File: src/rtl/memory_write_arbiter_if.sv
// Signal bundle between the two write requesters, the arbiter, memory_write
// and the TLB status tap. The arbiter connects through the slave modport.
interface memory_write_arbiter_if;
  // Handshake: x_do is raised by a requester and held until x_done pulses
  // (one cycle) or a fault level appears; the owner's parameters must stay
  // stable meanwhile. write_do is the arbiter's request to memory_write and
  // stays high from grant until the final tlbwrite_done or a fault.
  logic        a_do, b_do;
  logic [1:0]  a_cpl, b_cpl;
  logic [31:0] a_address, b_address;
  logic [2:0]  a_length, b_length;
  logic        a_lock, b_lock;
  logic        a_rmw, b_rmw;
  logic [31:0] a_data, b_data;
  logic        a_done, b_done;
  logic        a_page_fault, b_page_fault;
  logic        a_ac_fault, b_ac_fault;
  logic        wr_reset;
  logic        write_do;
  logic [1:0]  write_cpl;
  logic [31:0] write_address;
  logic [2:0]  write_length;
  logic        write_lock, write_rmw;
  logic [31:0] write_data;
  logic        write_done, write_page_fault, write_ac_fault;
  logic        tlbwrite_done, tlbwrite_page_fault, tlbwrite_ac_fault;

  modport slave (
    input  a_do, b_do, a_cpl, b_cpl, a_address, b_address, a_length, b_length,
           a_lock, b_lock, a_rmw, b_rmw, a_data, b_data, wr_reset,
           write_done, write_page_fault, write_ac_fault,
           tlbwrite_done, tlbwrite_page_fault, tlbwrite_ac_fault,
    output a_done, b_done, a_page_fault, b_page_fault, a_ac_fault, b_ac_fault,
           write_do, write_cpl, write_address, write_length, write_lock,
           write_rmw, write_data
  );

  modport master (
    output a_do, b_do, a_cpl, b_cpl, a_address, b_address, a_length, b_length,
           a_lock, b_lock, a_rmw, b_rmw, a_data, b_data, wr_reset,
           write_done, write_page_fault, write_ac_fault,
           tlbwrite_done, tlbwrite_page_fault, tlbwrite_ac_fault,
    input  a_done, b_done, a_page_fault, b_page_fault, a_ac_fault, b_ac_fault,
           write_do, write_cpl, write_address, write_length, write_lock,
           write_rmw, write_data
  );
endinterface

File: src/rtl/memory_write_arbiter.sv
// Two-requester arbiter for the memory_write port: grants, muxes parameters,
// follows TLB phases of the in-flight write and routes done/fault to the owner.
module memory_write_arbiter #(
  parameter bit PRIORITY_A = 1'b0
) (
  input  logic                   clk,
  input  logic                   rst_n,
  memory_write_arbiter_if.slave  bus,
  output logic [1:0]             dbg_state
);
  typedef enum logic [1:0] {IDLE = 2'd0, ACTIVE = 2'd1, DRAIN = 2'd2, FAULT = 2'd3} state_t;
  localparam logic OWN_A = 1'b0;
  localparam logic OWN_B = 1'b1;

  state_t     state, state_nx;
  logic       owner, owner_nx;
  logic       last_owner, last_owner_nx;
  logic       lock_hold, lock_hold_nx;
  logic [1:0] phases_left, phases_left_nx;

  logic        pick, pick_valid, grant, sel;
  logic        tlb_fault, last_phase, split;
  logic [4:0]  span;
  logic [1:0]  sel_cpl;
  logic [31:0] sel_address, sel_data;
  logic [2:0]  sel_length;
  logic        sel_lock, sel_rmw;
  logic        do_int, a_done_int, b_done_int;
  logic        a_pf_int, b_pf_int, a_ac_int, b_ac_int;

  // A held lock restricts eligibility to the requester that set it.
  always_comb begin
    pick       = OWN_A;
    pick_valid = 1'b0;
    if (lock_hold) begin
      pick       = last_owner;
      pick_valid = last_owner ? bus.b_do : bus.a_do;
    end else begin
      pick_valid = bus.a_do | bus.b_do;
      if (PRIORITY_A)
        pick = bus.a_do ? OWN_A : OWN_B;
      else if (bus.a_do && bus.b_do)
        pick = ~last_owner;
      else
        pick = bus.a_do ? OWN_A : OWN_B;
    end
  end

  assign grant = (state == IDLE) && !bus.wr_reset && pick_valid &&
                 !bus.write_page_fault && !bus.write_ac_fault;
  assign sel   = (state == IDLE) ? (grant ? pick : last_owner) : owner;

  assign sel_cpl     = sel ? bus.b_cpl     : bus.a_cpl;
  assign sel_address = sel ? bus.b_address : bus.a_address;
  assign sel_length  = sel ? bus.b_length  : bus.a_length;
  assign sel_lock    = sel ? bus.b_lock    : bus.a_lock;
  assign sel_rmw     = sel ? bus.b_rmw     : bus.a_rmw;
  assign sel_data    = sel ? bus.b_data    : bus.a_data;

  // A write crossing a 16-byte line takes two TLB phases.
  assign span       = {1'b0, sel_address[3:0]} + {2'b00, sel_length};
  assign split      = span > 5'd16;
  assign tlb_fault  = bus.tlbwrite_page_fault | bus.tlbwrite_ac_fault;
  assign last_phase = bus.tlbwrite_done && (phases_left == 2'd1);

  always_comb begin
    state_nx       = state;
    owner_nx       = owner;
    last_owner_nx  = last_owner;
    lock_hold_nx   = lock_hold;
    phases_left_nx = phases_left;
    do_int         = 1'b0;
    a_done_int     = 1'b0;
    b_done_int     = 1'b0;
    a_pf_int       = 1'b0;
    b_pf_int       = 1'b0;
    a_ac_int       = 1'b0;
    b_ac_int       = 1'b0;
    case (state)
      IDLE: begin
        if (grant) begin
          do_int         = 1'b1;
          owner_nx       = pick;
          phases_left_nx = split ? 2'd2 : 2'd1;
          state_nx       = ACTIVE;
        end
      end
      ACTIVE: begin
        do_int = 1'b1;
        if (tlb_fault) begin
          state_nx = FAULT;
        end else begin
          a_done_int = bus.write_done && (owner == OWN_A);
          b_done_int = bus.write_done && (owner == OWN_B);
          if (bus.tlbwrite_done) phases_left_nx = phases_left - 2'd1;
          if (last_phase) begin
            state_nx      = IDLE;
            last_owner_nx = owner;
            lock_hold_nx  = sel_lock;
          end else if (bus.wr_reset) begin
            do_int   = 1'b0;
            state_nx = DRAIN;
          end
        end
      end
      DRAIN: begin
        if (tlb_fault || phases_left == 2'd0) begin
          phases_left_nx = 2'd0;
          state_nx       = IDLE;
        end else if (bus.tlbwrite_done) begin
          phases_left_nx = phases_left - 2'd1;
          if (phases_left == 2'd1) state_nx = IDLE;
        end
      end
      FAULT: begin
        a_pf_int = (owner == OWN_A) && bus.write_page_fault;
        b_pf_int = (owner == OWN_B) && bus.write_page_fault;
        a_ac_int = (owner == OWN_A) && bus.write_ac_fault;
        b_ac_int = (owner == OWN_B) && bus.write_ac_fault;
        if (bus.wr_reset) begin
          state_nx       = IDLE;
          phases_left_nx = 2'd0;
          lock_hold_nx   = 1'b0;
        end
      end
    endcase
    if (bus.wr_reset) lock_hold_nx = 1'b0;
  end

  always_ff @(posedge clk) begin
    if (!rst_n) begin
      state       <= IDLE;
      owner       <= OWN_A;
      last_owner  <= OWN_B;
      phases_left <= 2'd0;
      lock_hold   <= 1'b0;
    end else begin
      state       <= state_nx;
      owner       <= owner_nx;
      last_owner  <= last_owner_nx;
      phases_left <= phases_left_nx;
      lock_hold   <= lock_hold_nx;
    end
  end

  // Every output is forced low while reset is asserted.
  assign bus.write_do      = rst_n & do_int;
  assign bus.write_cpl     = rst_n ? sel_cpl     : 2'd0;
  assign bus.write_address = rst_n ? sel_address : 32'd0;
  assign bus.write_length  = rst_n ? sel_length  : 3'd0;
  assign bus.write_lock    = rst_n & sel_lock;
  assign bus.write_rmw     = rst_n & sel_rmw;
  assign bus.write_data    = rst_n ? sel_data    : 32'd0;
  assign bus.a_done        = rst_n & a_done_int;
  assign bus.b_done        = rst_n & b_done_int;
  assign bus.a_page_fault  = rst_n & a_pf_int;
  assign bus.b_page_fault  = rst_n & b_pf_int;
  assign bus.a_ac_fault    = rst_n & a_ac_int;
  assign bus.b_ac_fault    = rst_n & b_ac_int;
  assign dbg_state         = state;
endmodule

File: src/flat_wrapper.sv
// flat-port wrapper written by rule: the top's interface ports become plain ports
module memory_write_arbiter_flat 
#(
  parameter bit PRIORITY_A = 1'b0
)
  (clk, rst_n, dbg_state, bus_a_do, bus_b_do, bus_a_cpl, bus_b_cpl, bus_a_address, bus_b_address, bus_a_length, bus_b_length, bus_a_lock, bus_b_lock, bus_a_rmw, bus_b_rmw, bus_a_data, bus_b_data, bus_wr_reset, bus_write_done, bus_write_page_fault, bus_write_ac_fault, bus_tlbwrite_done, bus_tlbwrite_page_fault, bus_tlbwrite_ac_fault, bus_a_done, bus_b_done, bus_a_page_fault, bus_b_page_fault, bus_a_ac_fault, bus_b_ac_fault, bus_write_do, bus_write_cpl, bus_write_address, bus_write_length, bus_write_lock, bus_write_rmw, bus_write_data);
  memory_write_arbiter_if bus_i ();
  input  logic clk;
  input  logic rst_n;
  output logic [1:0] dbg_state;
  input wire logic [$bits(bus_i.a_do)-1:0] bus_a_do;
  input wire logic [$bits(bus_i.b_do)-1:0] bus_b_do;
  input wire logic [$bits(bus_i.a_cpl)-1:0] bus_a_cpl;
  input wire logic [$bits(bus_i.b_cpl)-1:0] bus_b_cpl;
  input wire logic [$bits(bus_i.a_address)-1:0] bus_a_address;
  input wire logic [$bits(bus_i.b_address)-1:0] bus_b_address;
  input wire logic [$bits(bus_i.a_length)-1:0] bus_a_length;
  input wire logic [$bits(bus_i.b_length)-1:0] bus_b_length;
  input wire logic [$bits(bus_i.a_lock)-1:0] bus_a_lock;
  input wire logic [$bits(bus_i.b_lock)-1:0] bus_b_lock;
  input wire logic [$bits(bus_i.a_rmw)-1:0] bus_a_rmw;
  input wire logic [$bits(bus_i.b_rmw)-1:0] bus_b_rmw;
  input wire logic [$bits(bus_i.a_data)-1:0] bus_a_data;
  input wire logic [$bits(bus_i.b_data)-1:0] bus_b_data;
  input wire logic [$bits(bus_i.wr_reset)-1:0] bus_wr_reset;
  input wire logic [$bits(bus_i.write_done)-1:0] bus_write_done;
  input wire logic [$bits(bus_i.write_page_fault)-1:0] bus_write_page_fault;
  input wire logic [$bits(bus_i.write_ac_fault)-1:0] bus_write_ac_fault;
  input wire logic [$bits(bus_i.tlbwrite_done)-1:0] bus_tlbwrite_done;
  input wire logic [$bits(bus_i.tlbwrite_page_fault)-1:0] bus_tlbwrite_page_fault;
  input wire logic [$bits(bus_i.tlbwrite_ac_fault)-1:0] bus_tlbwrite_ac_fault;
  output wire logic [$bits(bus_i.a_done)-1:0] bus_a_done;
  output wire logic [$bits(bus_i.b_done)-1:0] bus_b_done;
  output wire logic [$bits(bus_i.a_page_fault)-1:0] bus_a_page_fault;
  output wire logic [$bits(bus_i.b_page_fault)-1:0] bus_b_page_fault;
  output wire logic [$bits(bus_i.a_ac_fault)-1:0] bus_a_ac_fault;
  output wire logic [$bits(bus_i.b_ac_fault)-1:0] bus_b_ac_fault;
  output wire logic [$bits(bus_i.write_do)-1:0] bus_write_do;
  output wire logic [$bits(bus_i.write_cpl)-1:0] bus_write_cpl;
  output wire logic [$bits(bus_i.write_address)-1:0] bus_write_address;
  output wire logic [$bits(bus_i.write_length)-1:0] bus_write_length;
  output wire logic [$bits(bus_i.write_lock)-1:0] bus_write_lock;
  output wire logic [$bits(bus_i.write_rmw)-1:0] bus_write_rmw;
  output wire logic [$bits(bus_i.write_data)-1:0] bus_write_data;
  assign bus_i.a_do = bus_a_do;
  assign bus_i.b_do = bus_b_do;
  assign bus_i.a_cpl = bus_a_cpl;
  assign bus_i.b_cpl = bus_b_cpl;
  assign bus_i.a_address = bus_a_address;
  assign bus_i.b_address = bus_b_address;
  assign bus_i.a_length = bus_a_length;
  assign bus_i.b_length = bus_b_length;
  assign bus_i.a_lock = bus_a_lock;
  assign bus_i.b_lock = bus_b_lock;
  assign bus_i.a_rmw = bus_a_rmw;
  assign bus_i.b_rmw = bus_b_rmw;
  assign bus_i.a_data = bus_a_data;
  assign bus_i.b_data = bus_b_data;
  assign bus_i.wr_reset = bus_wr_reset;
  assign bus_i.write_done = bus_write_done;
  assign bus_i.write_page_fault = bus_write_page_fault;
  assign bus_i.write_ac_fault = bus_write_ac_fault;
  assign bus_i.tlbwrite_done = bus_tlbwrite_done;
  assign bus_i.tlbwrite_page_fault = bus_tlbwrite_page_fault;
  assign bus_i.tlbwrite_ac_fault = bus_tlbwrite_ac_fault;
  assign bus_a_done = bus_i.a_done;
  assign bus_b_done = bus_i.b_done;
  assign bus_a_page_fault = bus_i.a_page_fault;
  assign bus_b_page_fault = bus_i.b_page_fault;
  assign bus_a_ac_fault = bus_i.a_ac_fault;
  assign bus_b_ac_fault = bus_i.b_ac_fault;
  assign bus_write_do = bus_i.write_do;
  assign bus_write_cpl = bus_i.write_cpl;
  assign bus_write_address = bus_i.write_address;
  assign bus_write_length = bus_i.write_length;
  assign bus_write_lock = bus_i.write_lock;
  assign bus_write_rmw = bus_i.write_rmw;
  assign bus_write_data = bus_i.write_data;
  memory_write_arbiter #(.PRIORITY_A(PRIORITY_A)) u_core (.clk(clk), .rst_n(rst_n), .bus(bus_i), .dbg_state(dbg_state));
endmodule
File: config.mk
export PLATFORM = sky130hd
export DESIGN_NAME = memory_write_arbiter_flat
export DESIGN_NICKNAME = d
export VERILOG_FILES = /design/src/rtl/memory_write_arbiter_if.sv /design/src/rtl/memory_write_arbiter.sv /design/src/flat_wrapper.sv
export SDC_FILE = /design/constraint.sdc
export NUM_CORES = 1
export LEC_CHECK = 0
export ABC_AREA = 1
export BUFFER_PORTS_ARGS = -buffer_cell sky130_fd_sc_hd__buf_2
export CORE_AREA = 2 2 90 92
export CTS_CLUSTER_SIZE = 16
export DETAILED_ROUTE_END_ITERATION = 7
export DIE_AREA = 0 0 92 94
export GPL_ROUTABILITY_DRIVEN = 0
export PLACE_DENSITY = 0.66
export SLEW_MARGIN = 0
export SYNTH_ARGS = -nofsm -noshare
export SYNTH_HDL_FRONTEND = slang
export SYNTH_SLANG_ARGS = --single-unit
File: constraint.sdc
create_clock -name clk -period 2.3 [get_ports clk]
set_input_delay 0.115 -clock clk [delete_from_list [all_inputs] [get_ports clk]]
set_output_delay 0.115 -clock clk [all_outputs]
set_load 0.02 [all_outputs]
After elaboration in Yosys (flattened, before gate mapping)
Index checks and enable logic that the tools add are counted.
- output and inout port bits: 80
- bits in registers: 7
- logic and storage cells: 101
- $add $sub $neg: 2
- eq/ne operators: 10
- multiplexer cells: 45
- order comparisons: 1
- reductions and logical operators: 23
- bitwise operators: 15
- operators with widths (operator ; count):
    2-to-1 mux 32 bit ; 4
    2-to-1 mux 2 bit ; 15
    2-to-1 mux 1 bit ; 21
    case mux 2 bit (4 select lines) ; 2
    logical AND 1 bit ; 12
    bitwise AND 1 bit ; 9
    2-to-1 mux 3 bit ; 2
    AND reduction 3 bit ; 2
    adder 4 x 3 -> 5 bit ; 1
    > comparator 5 bit, second input constant ; 1
    AND reduction 5 bit ; 1
    equality test 2 x 1 -> 1 bit, second input constant ; 2
    equality test 2 bit, second input constant ; 2
    logical NOT 2 bit ; 2
    != test 2 bit, second input constant ; 2
    != test 4 x 2 -> 1 bit, second input constant ; 1
    NOT 1 bit ; 4
    logical NOT 1 bit ; 3
    != test 3 x 1 -> 1 bit, second input constant ; 1
    != test 3 x 2 -> 1 bit, second input constant ; 1
    != test 2 x 1 -> 1 bit, second input constant ; 1
    OR 1 bit ; 2
    case mux 1 bit (2 select lines) ; 1
    AND reduction 2 bit ; 1
    other kinds (3) ; 3

Longest topological paths before layout
Gate-level depths: netlist of the first run.
- word-level depth: 13
- mapped depth: 21
- mapped depth without buffers: 21

Least setup slack after synthesis of the first run
Ideal clock, no wire load.
- kind: reg2reg
- from: register u_core.state[1], in the netlist u_core.dbg_state[1]
- to: register u_core.phases_left[0]
- setup time: 0.119 ns
- data required time: 2.181 ns
- data arrival time: 2.486 ns
- cell stages (with the launch flop): 20
- slack: -0.305 ns
- cell sequence: dfxtp_1 -> inv_2 -> nand2_2 -> nor2_4 -> nand2_2 -> nand3_4 -> nand3_4 -> inv_2 -> or2_2 -> o21ai_1 -> inv_1 -> ha_1 -> inv_1 -> fa_1 -> nand3b_1 -> a21oi_1 -> nor2_1 -> nand3_1 -> nand2_1 -> a21oi_1
- longest elaborated chain between the ends: 13
- elaborated cells on any way between the ends: 21
- ends and longest elaborated chain (item ; RTL line ; RTL):
    from (decl) ; memory_write_arbiter.sv:15 ; state_t state, state_nx;
    from (signal assigned) ; memory_write_arbiter.sv:138 ; state <= state_nx;
    logical NOT 2 bit ; memory_write_arbiter.sv:49, memory_write_arbiter.sv:51, memory_write_arbiter.sv:79 ;
    logical AND 1 bit (3 in series) ; memory_write_arbiter.sv:49 ; assign grant = (state == IDLE) && !bus.wr_reset && pick_valid &&
    logical AND 1 bit ; memory_write_arbiter.sv:50 ; !bus.write_page_fault && !bus.write_ac_fault;
    2-to-1 mux 1 bit (2 in series) ; memory_write_arbiter.sv:51 ; assign sel = (state == IDLE) ? (grant ? pick : last_owner) : owner;
    2-to-1 mux 32 bit or 2-to-1 mux 3 bit (tied branches) ; memory_write_arbiter.sv:54, memory_write_arbiter.sv:55 ;
    adder 4 x 3 -> 5 bit ; memory_write_arbiter.sv:61 ; assign span = {1'b0, sel_address[3:0]} + {2'b00, sel_length};
    > comparator 5 bit ; memory_write_arbiter.sv:62 ; assign split = span > 5'd16;
    2-to-1 mux 2 bit ; memory_write_arbiter.sv:84 ; phases_left_nx = split ? 2'd2 : 2'd1;
    2-to-1 mux 2 bit ; memory_write_arbiter.sv:81 ; if (grant) begin
    case mux 2 bit (4 select lines) ; memory_write_arbiter.sv:79 ; case (state)
    to (signal assigned) ; memory_write_arbiter.sv:141 ; phases_left <= phases_left_nx;
    to (decl) ; memory_write_arbiter.sv:19 ; logic [1:0] phases_left, phases_left_nx;
Several ways; a longest one is shown, not always the timed one. The select of a mux whose other input is x is not followed.
A chain may end at the register's enable or synchronous reset.

Worst setup path in the final report of the first run
- from: register u_core.lock_hold
- to: register u_core.phases_left[1]
- longest elaborated chain between the ends: 12
- elaborated cells on any way between the ends: 16
- ends and longest elaborated chain (item ; RTL line ; RTL):
    from (decl) ; memory_write_arbiter.sv:18 ; logic lock_hold, lock_hold_nx;
    from (signal assigned) ; memory_write_arbiter.sv:142 ; lock_hold <= lock_hold_nx;
    2-to-1 mux 1 bit ; memory_write_arbiter.sv:35 ; if (lock_hold) begin
    logical AND 1 bit (2 in series) ; memory_write_arbiter.sv:49 ;
    logical AND 1 bit ; memory_write_arbiter.sv:50 ;
    2-to-1 mux 1 bit (2 in series) ; memory_write_arbiter.sv:51 ;
    2-to-1 mux 32 bit or 2-to-1 mux 3 bit (tied branches) ; memory_write_arbiter.sv:54, memory_write_arbiter.sv:55 ;
    adder 4 x 3 -> 5 bit ; memory_write_arbiter.sv:61 ;
    > comparator 5 bit ; memory_write_arbiter.sv:62 ;
    2-to-1 mux 2 bit ; memory_write_arbiter.sv:84 ;
    2-to-1 mux 2 bit ; memory_write_arbiter.sv:81 ;
    case mux 2 bit (4 select lines) ; memory_write_arbiter.sv:79 ;
Several ways; a longest one is shown, not always the timed one. The select of a mux whose other input is x is not followed.

==> results of run 1 <==
[final cells by class]
class	instances	area (sq um)	area share
Multi-Input combinational cell	298	1481	0.4411
Timing Repair Buffer	265	1425	0.4244
Sequential cell	7	150.1	0.04471
Inverter	33	128.9	0.03838
Tap cell	102	127.6	0.03800
Clock buffer	4	45.04	0.01341
[state kept, by name, indices dropped and copies added, names as in the netlist]
signal / cells
u_core.phases_left: 2
u_core.dbg_state: 2
u_core.owner: 1
u_core.last_owner: 1
u_core.lock_hold: 1
[logic make-up after synthesis]
group	Yosys count	share of synthesized area
buffers and inverters	56	0.1583
flip-flops	7	0.07512
AND/OR/NAND/NOR	199	0.4554
XOR/XNOR	2	0.009391
AO/OA/AOI/OAI	91	0.2576
adder cells (fa/ha/maj)	6	0.04427
[cell usage after synthesis, types with 2 or more instances]
| cell type | count | area, sq um |
|---|---|---|
| a21oi_1 | 12 | 60.06 |
| buf_4 | 2 | 15.01 |
| buf_6 | 8 | 90.09 |
| clkbuf_1 | 11 | 41.29 |
| dfxtp_1 | 7 | 140.1 |
| ha_1 | 5 | 62.56 |
| inv_1 | 29 | 108.9 |
| inv_2 | 4 | 15.01 |
| nand2_1 | 29 | 108.9 |
| nand2_2 | 3 | 18.77 |
| nand3_1 | 9 | 45.04 |
| nand3_4 | 2 | 35.03 |
| nand4_1 | 2 | 12.51 |
| nor2_1 | 135 | 506.7 |
| nor2_2 | 10 | 62.56 |
| nor3_1 | 5 | 25.02 |
| o21a_1 | 5 | 37.54 |
| o21ai_0 | 46 | 230.2 |
| o21ai_1 | 24 | 120.1 |
[worst min path at each step]
stage               slack (ns)  depth (start not counted)           endpoint
floorplan                 0.27                          3  u_core.last_owner
global placement          0.43                          5   u_core.lock_hold
detailed placement        0.43                          5   u_core.lock_hold
CTS                       0.20                          5   u_core.lock_hold
global route              0.23                          5   u_core.lock_hold
finish                    0.19                          5   u_core.lock_hold
[metal layers]
metal / vias up / share of wire
li1: 1649 / -
met1: 1377 / 0.40
met2: 141 / 0.48
met3: 20 / 0.099
met4: 2 / 0.022
met5: - / 0.0014
[worst register-to-register path, cell delays in order, from the launching register on]
cell      delay [ns]
dfxtp_2         0.36
nand2_1         0.06
nand2_1         0.10
nand2_4         0.08
nand2_4         0.08
nand3_4         0.07
nand3_4         0.10
inv_2           0.05
or2_4           0.22
o21ai_2         0.06
inv_1           0.06
ha_2            0.19
inv_2           0.05
fa_2            0.43
nand3b_1        0.11
a21oi_2         0.04
nor2_1          0.13
nand3_1         0.11
a21oi_2         0.14
[report_power, final]
| part | internal [mW] | leakage (nW) | switching (mW) |
|---|---|---|---|
| Combinational | 1.31 | 1.92 | 2.34 |
| Sequential | 0.166 | 0.0587 | 0.0310 |
| Clock | 0.120 | 0.0228 | 0.0581 |
[what timing repair did]
action                                  4_1_cts  5_1_grt
hold buffers                                  0        0
pin swaps                                     8        4
endpoints found under the setup margin       18       66
buffers inserted                              8        4
resized for setup                             4        5
==> flow_metrics.env, run 1 <==
export IMPL_status="finished with violations"
export IMPL_violations="negative setup slack"
export IMPL_rows=32
export IMPL_drive_gt1_frac=0.5025
export IMPL_overflow=0
export IMPL_finalMaxSlewViolations=0
export IMPL_htreeDepth=1
export IMPL_place_inst=693
export IMPL_dieWidth_um=92
export IMPL_clkTransAtPathRegs_ns=0.04
export IMPL_cts_path_max_buffers=2
export IMPL_startpoint="u_core.lock_hold"
export IMPL_pre_cts_ws_ns=-0.2806
export IMPL_seq_area_frac_synth=0.07512
export IMPL_cts_num_sinks=7
export IMPL_instances_no_fill=709
export IMPL_netlist_instances=361
export IMPL_synthDistinctLibCells=32
export IMPL_cts_tree="built"
export IMPL_async_flop_share=0
export IMPL_grt_use_total=0.1932
export IMPL_p_leak_nw=2.006
export IMPL_synth_area_sq_um=1866
export IMPL_regToRegEndpoint="u_core.phases_left[1]"
export IMPL_critPathTopFamily="simple AND/OR/NAND/NOR gates"
export IMPL_setup_tns_final_ns=-0.4661
export IMPL_final_cell_mix="232 x buf_2, 135 x nor2_1, 46 x o21ai_0, 31 x buf_4, 27 x inv_1"
export IMPL_fp_dieArea_sq_um=8648
export IMPL_period_share=1.090
export IMPL_detail_route_antenna_nets=0
export IMPL_wl_per_cell_um=12.67
export IMPL_core_area_sq_um=7607
export IMPL_worst_path_buf_inv=3
export IMPL_critical_path_class="reg2reg"
export IMPL_drt_initial_drc_count=119
export IMPL_finClkSkew_ns=0.003639
export IMPL_ys_warnings_count=0
export IMPL_synth_edf_count=0
export IMPL_hp_class="in2reg"
export IMPL_reg2reg_slack_ns=-0.21
export IMPL_utilization=0.4414
export IMPL_whs_ns=0.1893
export IMPL_ys_ff_latch=7
export IMPL_avgSynthCellArea_sq_um=5.168
export IMPL_cts_buffers=3
export IMPL_root_buffer="clkbuf_8"
export IMPL_nFillCells=816
export IMPL_layout_commonest_cell="buf_2"
export IMPL_fin_crit_ns=2.506
export IMPL_postLayoutCellArea_sq_um=3358
export IMPL_timing_final_ws_setup_ns=-0.2065
export IMPL_via_per_inst=4.498
export IMPL_tightest_slew_ns=0.6997
export IMPL_drc=0
export IMPL_dp_hpwl_um=7270
export IMPL_cap_violations=0
export IMPL_grt_use_met3=0.06260
export IMPL_dpl_instance_area_sq_um=3197
export IMPL_cp_endpoint="u_core.phases_left[1]"
export IMPL_area_growth_pct=80.01
export IMPL_wl_um=8986
export IMPL_critPathArrivalTime_ns=2.68
export IMPL_slowest_stage="fa_2"
export IMPL_ys_flop_type="dfxtp_1"
export IMPL_max_freq_ghz=0.3990
export IMPL_syn_nets=520
export IMPL_antenna_found_initial=1
export IMPL_use_met1=0.2341
export IMPL_die_h_um=94
export IMPL_io_pins=233
export IMPL_grt_met2_usage=0.3297
export IMPL_antenna_cells=0
export IMPL_crit_cells=18
export IMPL_reg2reg_from="u_core.lock_hold"
export IMPL_critPathMaxStageDelay_ns=0.43
export IMPL_grt_busiest_layer="met2"
export IMPL_grt_pass1_vias=2931
export IMPL_worstHoldStart="bus_b_lock"
export IMPL_grt_pass1_wl_um=13660
export IMPL_crit_path_end_kind="flop"
export IMPL_vdd_drop_max_v=0.0007725
export IMPL_path_cells="nand2_1, nand2_1, nand2_4, nand2_4, nand3_4, nand3_4, inv_2, or2_4, o21ai_2, inv_1, ha_2, inv_2, fa_2, nand3b_1, a21oi_2, nor2_1, nand3_1, a21oi_2"
export IMPL_power_density_nw_per_um2=1199
export IMPL_first_pass_iters=4
export IMPL_relSlewSlack=0.5336
export IMPL_rsz0062_at_grt="yes"
export IMPL_clock_latency_ns=0.23
export IMPL_finalSetupViolations=4
export IMPL_port_buffers=232
export IMPL_cp_start_kind="flop"
export IMPL_hold_viol_final=0
export IMPL_p_total_mw=4.027
export IMPL_grt_max_degree=65
export IMPL_path_max_fanout=6
export IMPL_cp_required_ns=2.47
export IMPL_nets=767
export IMPL_r2r_cells=18
export IMPL_via_count=3189
export IMPL_start_util=0.2452
(Power assumes the default switching activity.)
==> run 2: changes to the inputs <==
--- a/config.mk
+++ b/config.mk
@@ -5,14 +5,13 @@
 export SDC_FILE = /design/constraint.sdc
 export NUM_CORES = 1
 export LEC_CHECK = 0
-export ABC_AREA = 1
 export BUFFER_PORTS_ARGS = -buffer_cell sky130_fd_sc_hd__buf_2
-export CORE_AREA = 2 2 90 92
+export CORE_AREA = 2 2 91 93
 export CTS_CLUSTER_SIZE = 16
 export DETAILED_ROUTE_END_ITERATION = 7
-export DIE_AREA = 0 0 92 94
+export DIE_AREA = 0 0 93 95
 export GPL_ROUTABILITY_DRIVEN = 0
-export PLACE_DENSITY = 0.66
+export PLACE_DENSITY = 0.65
 export SLEW_MARGIN = 0
 export SYNTH_ARGS = -nofsm -noshare
 export SYNTH_HDL_FRONTEND = slang
==> flow_metrics.env, run 2 <==
export IMPL_grt_pass1_vias=3302
export IMPL_tightest_slew_ns=0.4186
export IMPL_antenna_found_initial=0
export IMPL_synthDistinctLibCells=37
export IMPL_power_density_nw_per_um2=1110
export IMPL_vdd_drop_max_v=0.0009143
export IMPL_synth_area_leaders="nand2_1 26%, a21boi_1 16%, a21boi_0 9.0%"
export IMPL_ys_warnings_count=0
export IMPL_hold_viol_final=0
export IMPL_grt_pass1_wl_um=16260
export IMPL_root_buffer="clkbuf_8"
export IMPL_wl_per_cell_um=15.84
export IMPL_netlist_instances=321
export IMPL_dp_hpwl_um=6997
export IMPL_startpoint="u_core.dbg_state[0]"
export IMPL_cp_required_ns=2.46
export IMPL_nets=738
export IMPL_fp_dieArea_sq_um=8835
export IMPL_layout_commonest_cell="buf_2"
export IMPL_synth_edf_count=0
export IMPL_synthTopCellsByCount="133 x nand2_1, 41 x a21boi_1, 23 x a21boi_0"
export IMPL_reg2reg_from="u_core.dbg_state[0]"
export IMPL_core_area_sq_um=7928
export IMPL_cts_path_max_buffers=2
export IMPL_grt_busiest_layer="met2"
export IMPL_instances_no_fill=683
export IMPL_cts_buffers=3
export IMPL_clkTransAtPathRegs_ns=0.04
export IMPL_ys_flop_type="dfxtp_1"
export IMPL_start_util=0.2407
export IMPL_rsz0062_at_grt="yes"
export IMPL_wl_um=10820
export IMPL_seq_area_frac_synth=0.07344
export IMPL_avgSynthCellArea_sq_um=5.944
export IMPL_nFillCells=613
export IMPL_period_share=1.439
export IMPL_grt_use_total=0.2284
export IMPL_final_cell_mix="163 x buf_2, 73 x buf_6, 60 x a21boi_4, 55 x nand2_1, 54 x nand2_4"
export IMPL_dieWidth_um=93
export IMPL_setup_tns_final_ns=-21.46
export IMPL_cts_num_sinks=7
export IMPL_worstHoldStart="bus_wr_reset"
export IMPL_synth_area_sq_um=1908
export IMPL_synth_top_cell_area_share=0.2616
export IMPL_grt_max_degree=42
export IMPL_multi_input_area_sq_um=2869
export IMPL_path_max_fanout=6
export IMPL_via_per_inst=4.745
export IMPL_yosys_area_top_type="nand2_1"
export IMPL_hp_class="in2reg"
export IMPL_ff_latch_area_sq_um=147.6
export IMPL_drive_gt1_frac=0.7785
export IMPL_htreeDepth=1
export IMPL_via_count=3241
export IMPL_use_met1=0.2629
export IMPL_cts_hold_buffers=0
export IMPL_finClkSkew_ns=0.002022
export IMPL_yosysMostFrequentCell="nand2_1"
export IMPL_violations="negative setup slack"
export IMPL_rows=33
export IMPL_p_leak_nw=2.725
export IMPL_cp_start_kind="flop"
export IMPL_area_growth_pct=185.7
export IMPL_max_freq_ghz=0.3022
export IMPL_finalMaxSlewViolations=0
export IMPL_status="finished with violations"
export IMPL_cap_violations=0
export IMPL_first_pass_iters=4
export IMPL_clock_latency_ns=0.24
export IMPL_place_inst=653
export IMPL_die_h_um=95
export IMPL_detail_route_antenna_nets=0
export IMPL_antenna_cells=0
export IMPL_crit_path_end_kind="flop"
export IMPL_timing_final_ws_setup_ns=-1.010
export IMPL_syn_nets=480
export IMPL_drc=0
export IMPL_critPathArrivalTime_ns=3.47
export IMPL_io_pins=233
export IMPL_grt_use_met3=0.03512
export IMPL_finalSetupViolations=74
export IMPL_overflow=0
export IMPL_port_buffers=232
export IMPL_relSlewSlack=0.7193
export IMPL_critical_path_class="reg2reg"
export IMPL_cts_tree="built"
export IMPL_fin_crit_ns=3.310
export IMPL_drt_initial_drc_count=78
export IMPL_async_flop_share=0
export IMPL_ys_ff_latch=7
export IMPL_grt_met2_usage=0.4511
run 2: changes by cell type after synthesis, sizes merged, moves of 7 or more:
| cell | change |
|---|---|
| a21oi | -8 |
| a21boi | +64 |
| nor2b | +7 |
| mux2i | +9 |
| inv | -27 |
| o21ai | -61 |
| nor2 | -136 |
| nand3 | -10 |
| nand2 | +101 |
run 2: final cells by class:
type,count,area share
Inverter,6,0.004131
Clock buffer,4,0.008263
Multi-Input combinational cell,282,0.5263
Sequential cell,7,0.02708
Timing Repair Buffer,279,0.4101
Tap cell,105,0.02410
run 2: power breakdown:
group          switching [mW]  total, mW  internal, mW
Clock                  0.0616      0.182         0.121
Sequential             0.0251      0.185         0.160
Combinational            2.87       5.69          2.81
run 2: path summary, 6_finish.rpt:
check | end | slack, ns | cells past startpoint
worst min-delay path | u_core.lock_hold | 0.21 | 3
worst min register to register | u_core.phases_left[1] | 0.57 | 2
worst max-delay path | u_core.phases_left[1] | -1.01 | 11
worst max register to register | u_core.phases_left[1] | -1.01 | 11
run 2: per-stage QoR:
step	utilization	instance area, sq um	power, mW	hold WS (ns)	setup slack, ns
finish	0.6877	5451	6.053	0.2130	-1.010
global route	0.6877	5451	6.419	0.2359	-1.129
CTS	0.6858	5436	6.177	0.2225	-1.000
detailed placement	0.5085	4031	3.662	0.4626	-1.006
global placement	0.5085	4031	3.590	0.4568	-0.9915
floorplan	-	2676	2.806	0.1911	-1.096
run 2: cell families (layout without fill, tap and decap cells):
kind of cell               count (synthesis)  count (layout)  share of synthesized area
AOI/OAI and AO/OA                         87              87                     0.3371
xor gates and xnor gates                   2               2                   0.009182
adders and majority gates                  6               6                    0.04328
buffers and inverters                     32             289                    0.07082
DFF                                        7               7                    0.07344
muxes                                     15              15                    0.08459
and+or+nand+nor                          172             172                     0.3816
run 2: worst max-delay path: stages, from the launching register on:
cell       delay (ns)
dfxtp_4          0.33
or4_4            0.54
a2111oi_4        0.27
mux2_4           0.39
mux2_4           0.33
ha_4             0.16
inv_2            0.04
fa_2             0.43
o2111ai_2        0.08
o21ai_2          0.09
or4_1            0.40
a31oi_1          0.17
run 2: repair_timing:
action | CTS | global route
pin swaps | 82 | 20
endpoints found under the setup margin | 73 | 77
cloned | 10 | 0
resized for setup | 260 | 42
buffers inserted | 19 | 5
run 2: layer usage:
metal | vias up | part of all wire
met4 | 0 | 0.0082
li1 | 1596 | -
met1 | 1499 | 0.37
met5 | - | 0
met2 | 138 | 0.56
met3 | 8 | 0.063
==> run 3: changes to the inputs <==
--- a/config.mk
+++ b/config.mk
@@ -16,3 +16,4 @@
 export SYNTH_ARGS = -nofsm -noshare
 export SYNTH_HDL_FRONTEND = slang
 export SYNTH_SLANG_ARGS = --single-unit
+export TNS_END_PERCENT = 50
==> flow_metrics.env, run 3 (synthesis gave the netlist of run 2 again) <==
export IMPL_finalSetupViolations=75
export IMPL_grt_use_total=0.2116
export IMPL_io_pins=233
export IMPL_antenna_found_initial=0
export IMPL_core_area_sq_um=7928
export IMPL_drc=0
export IMPL_critPathMaxStageDelay_ns=0.54
export IMPL_dp_hpwl_um=6955
export IMPL_cap_violations=0
export IMPL_relSlewSlack=0.6713
export IMPL_timing_final_ws_setup_ns=-0.9966
export IMPL_dieWidth_um=93
export IMPL_finClkSkew_ns=0.003426
export IMPL_power_density_nw_per_um2=1128
export IMPL_p_leak_nw=2.544
export IMPL_port_buffers=232
export IMPL_cp_start_kind="flop"
export IMPL_overflow=0
export IMPL_vdd_drop_max_v=0.0008419
export IMPL_status="finished with violations"
export IMPL_hold_viol_final=0
export IMPL_clkTransAtPathRegs_ns=0.04
export IMPL_grt_max_degree=45
export IMPL_area_growth_pct=154.4
export IMPL_max_freq_ghz=0.3033
export IMPL_rows=33
export IMPL_wl_per_cell_um=15.08
export IMPL_cts_hold_buffers=0
export IMPL_detail_route_antenna_nets=0
export IMPL_cts_path_max_buffers=2
export IMPL_critPathArrivalTime_ns=3.46
export IMPL_drive_gt1_frac=0.7203
export IMPL_fp_dieArea_sq_um=8835
export IMPL_path_cells="or4_4, a2111oi_4, mux2_4, buf_4, mux2_2, ha_1, xor2_1, o2111ai_2, o21ai_2, or4_1, a31oi_1"
export IMPL_via_per_inst=4.826
export IMPL_first_pass_iters=4
export IMPL_cts_buffers=3
export IMPL_root_buffer="clkbuf_8"
export IMPL_wl_um=10210
export IMPL_hp_class="in2reg"
export IMPL_path_max_fanout=6
export IMPL_htreeDepth=1
export IMPL_cts_tree="built"
export IMPL_start_util=0.2407
export IMPL_finalMaxSlewViolations=0
export IMPL_whs_ns=0.2371
export IMPL_crit_path_end_kind="flop"
export IMPL_rsz0062_at_grt="yes"
export IMPL_tightest_slew_ns=0.4931
export IMPL_utilization=0.6122
export IMPL_grt_pass1_vias=3128
export IMPL_nets=732
export IMPL_fin_crit_ns=3.297
export IMPL_drt_initial_drc_count=68
export IMPL_slowest_stage="or4_4"
export IMPL_clock_latency_ns=0.23
export IMPL_critical_path_class="reg2reg"
export IMPL_die_h_um=95
export IMPL_via_count=3267
export IMPL_cp_required_ns=2.46
export IMPL_layout_commonest_cell="buf_2"
export IMPL_grt_pass1_wl_um=15120
export IMPL_cts_num_sinks=7
export IMPL_antenna_cells=0
export IMPL_period_share=1.433
export IMPL_violations="negative setup slack"
export IMPL_final_cell_mix="171 x buf_2, 63 x nand2_1, 45 x buf_4, 39 x buf_6, 37 x nand2_2"
-- run 3: final timing paths --
path	cells after the start	endpoint	slack, ns	start
worst max-delay path	11	u_core.phases_left[1]	-1.0	u_core.dbg_state[0]
worst min-delay path	3	u_core.lock_hold	0.24	bus_wr_reset
worst max register to register	11	u_core.phases_left[1]	-1.0	u_core.dbg_state[0]
worst min register to register	2	u_core.last_owner	0.58	u_core.owner
-- run 3: stage by stage --
step                      cells  cell area [sq um]  worst slack [ns]  total power, mW  TNS (ns)
after floorplan             321               2372            -1.097            2.503    -9.745
after global placement      654               3735           -0.9689            3.368    -4.164
after detailed placement    654               3735            -1.002            3.446    -6.301
after CTS                   681               4716            -1.012            5.301    -36.19
after global routing        677               4853            -1.128            5.825    -24.65
final                       677               4853           -0.9966            5.477    -19.17
-- run 3: timing repair --
action / CTS / global route
setup endpoints to repair: 74 / 77
setup buffers: 17 / 3
cloned: 6 / 0
gates resized for setup: 190 / 61
pin swaps: 28 / 8
-- run 3: metal layers --
layer	vias to the layer above	GRT usage	wire length (um)
met4	0	0.05147	194
li1	1600	-	-
met5	-	0	0
met1	1498	0.2462	3618
met3	21	0.03512	689
met2	148	0.4022	5705
-- run 3: report_power, final --
part	switching [mW]	internal [mW]
Combinational	2.58	2.54
Sequential	0.0268	0.159
Clock	0.0562	0.120
-- run 3: worst max-delay path: cells and delay by family (launching register included) --
family                     cells  cell delay [ns]
and+or+nand+nor                2             0.94
muxes                          2             0.67
AOI/OAI and AO/OA              4             0.62
DFF                            1             0.33
adders and majority gates      1             0.32
xor gates and xnor gates       1             0.19
buffers and inverters          1             0.17
-- run 3: final cells by class --
cell class	count	area, sq um
repair buffers	273	2038
inverters	6	22.52
multi-input cells	282	2469
clock buffers	4	45.04
well taps	105	131.4
flip-flops and latches	7	147.6
fillers	661	3074
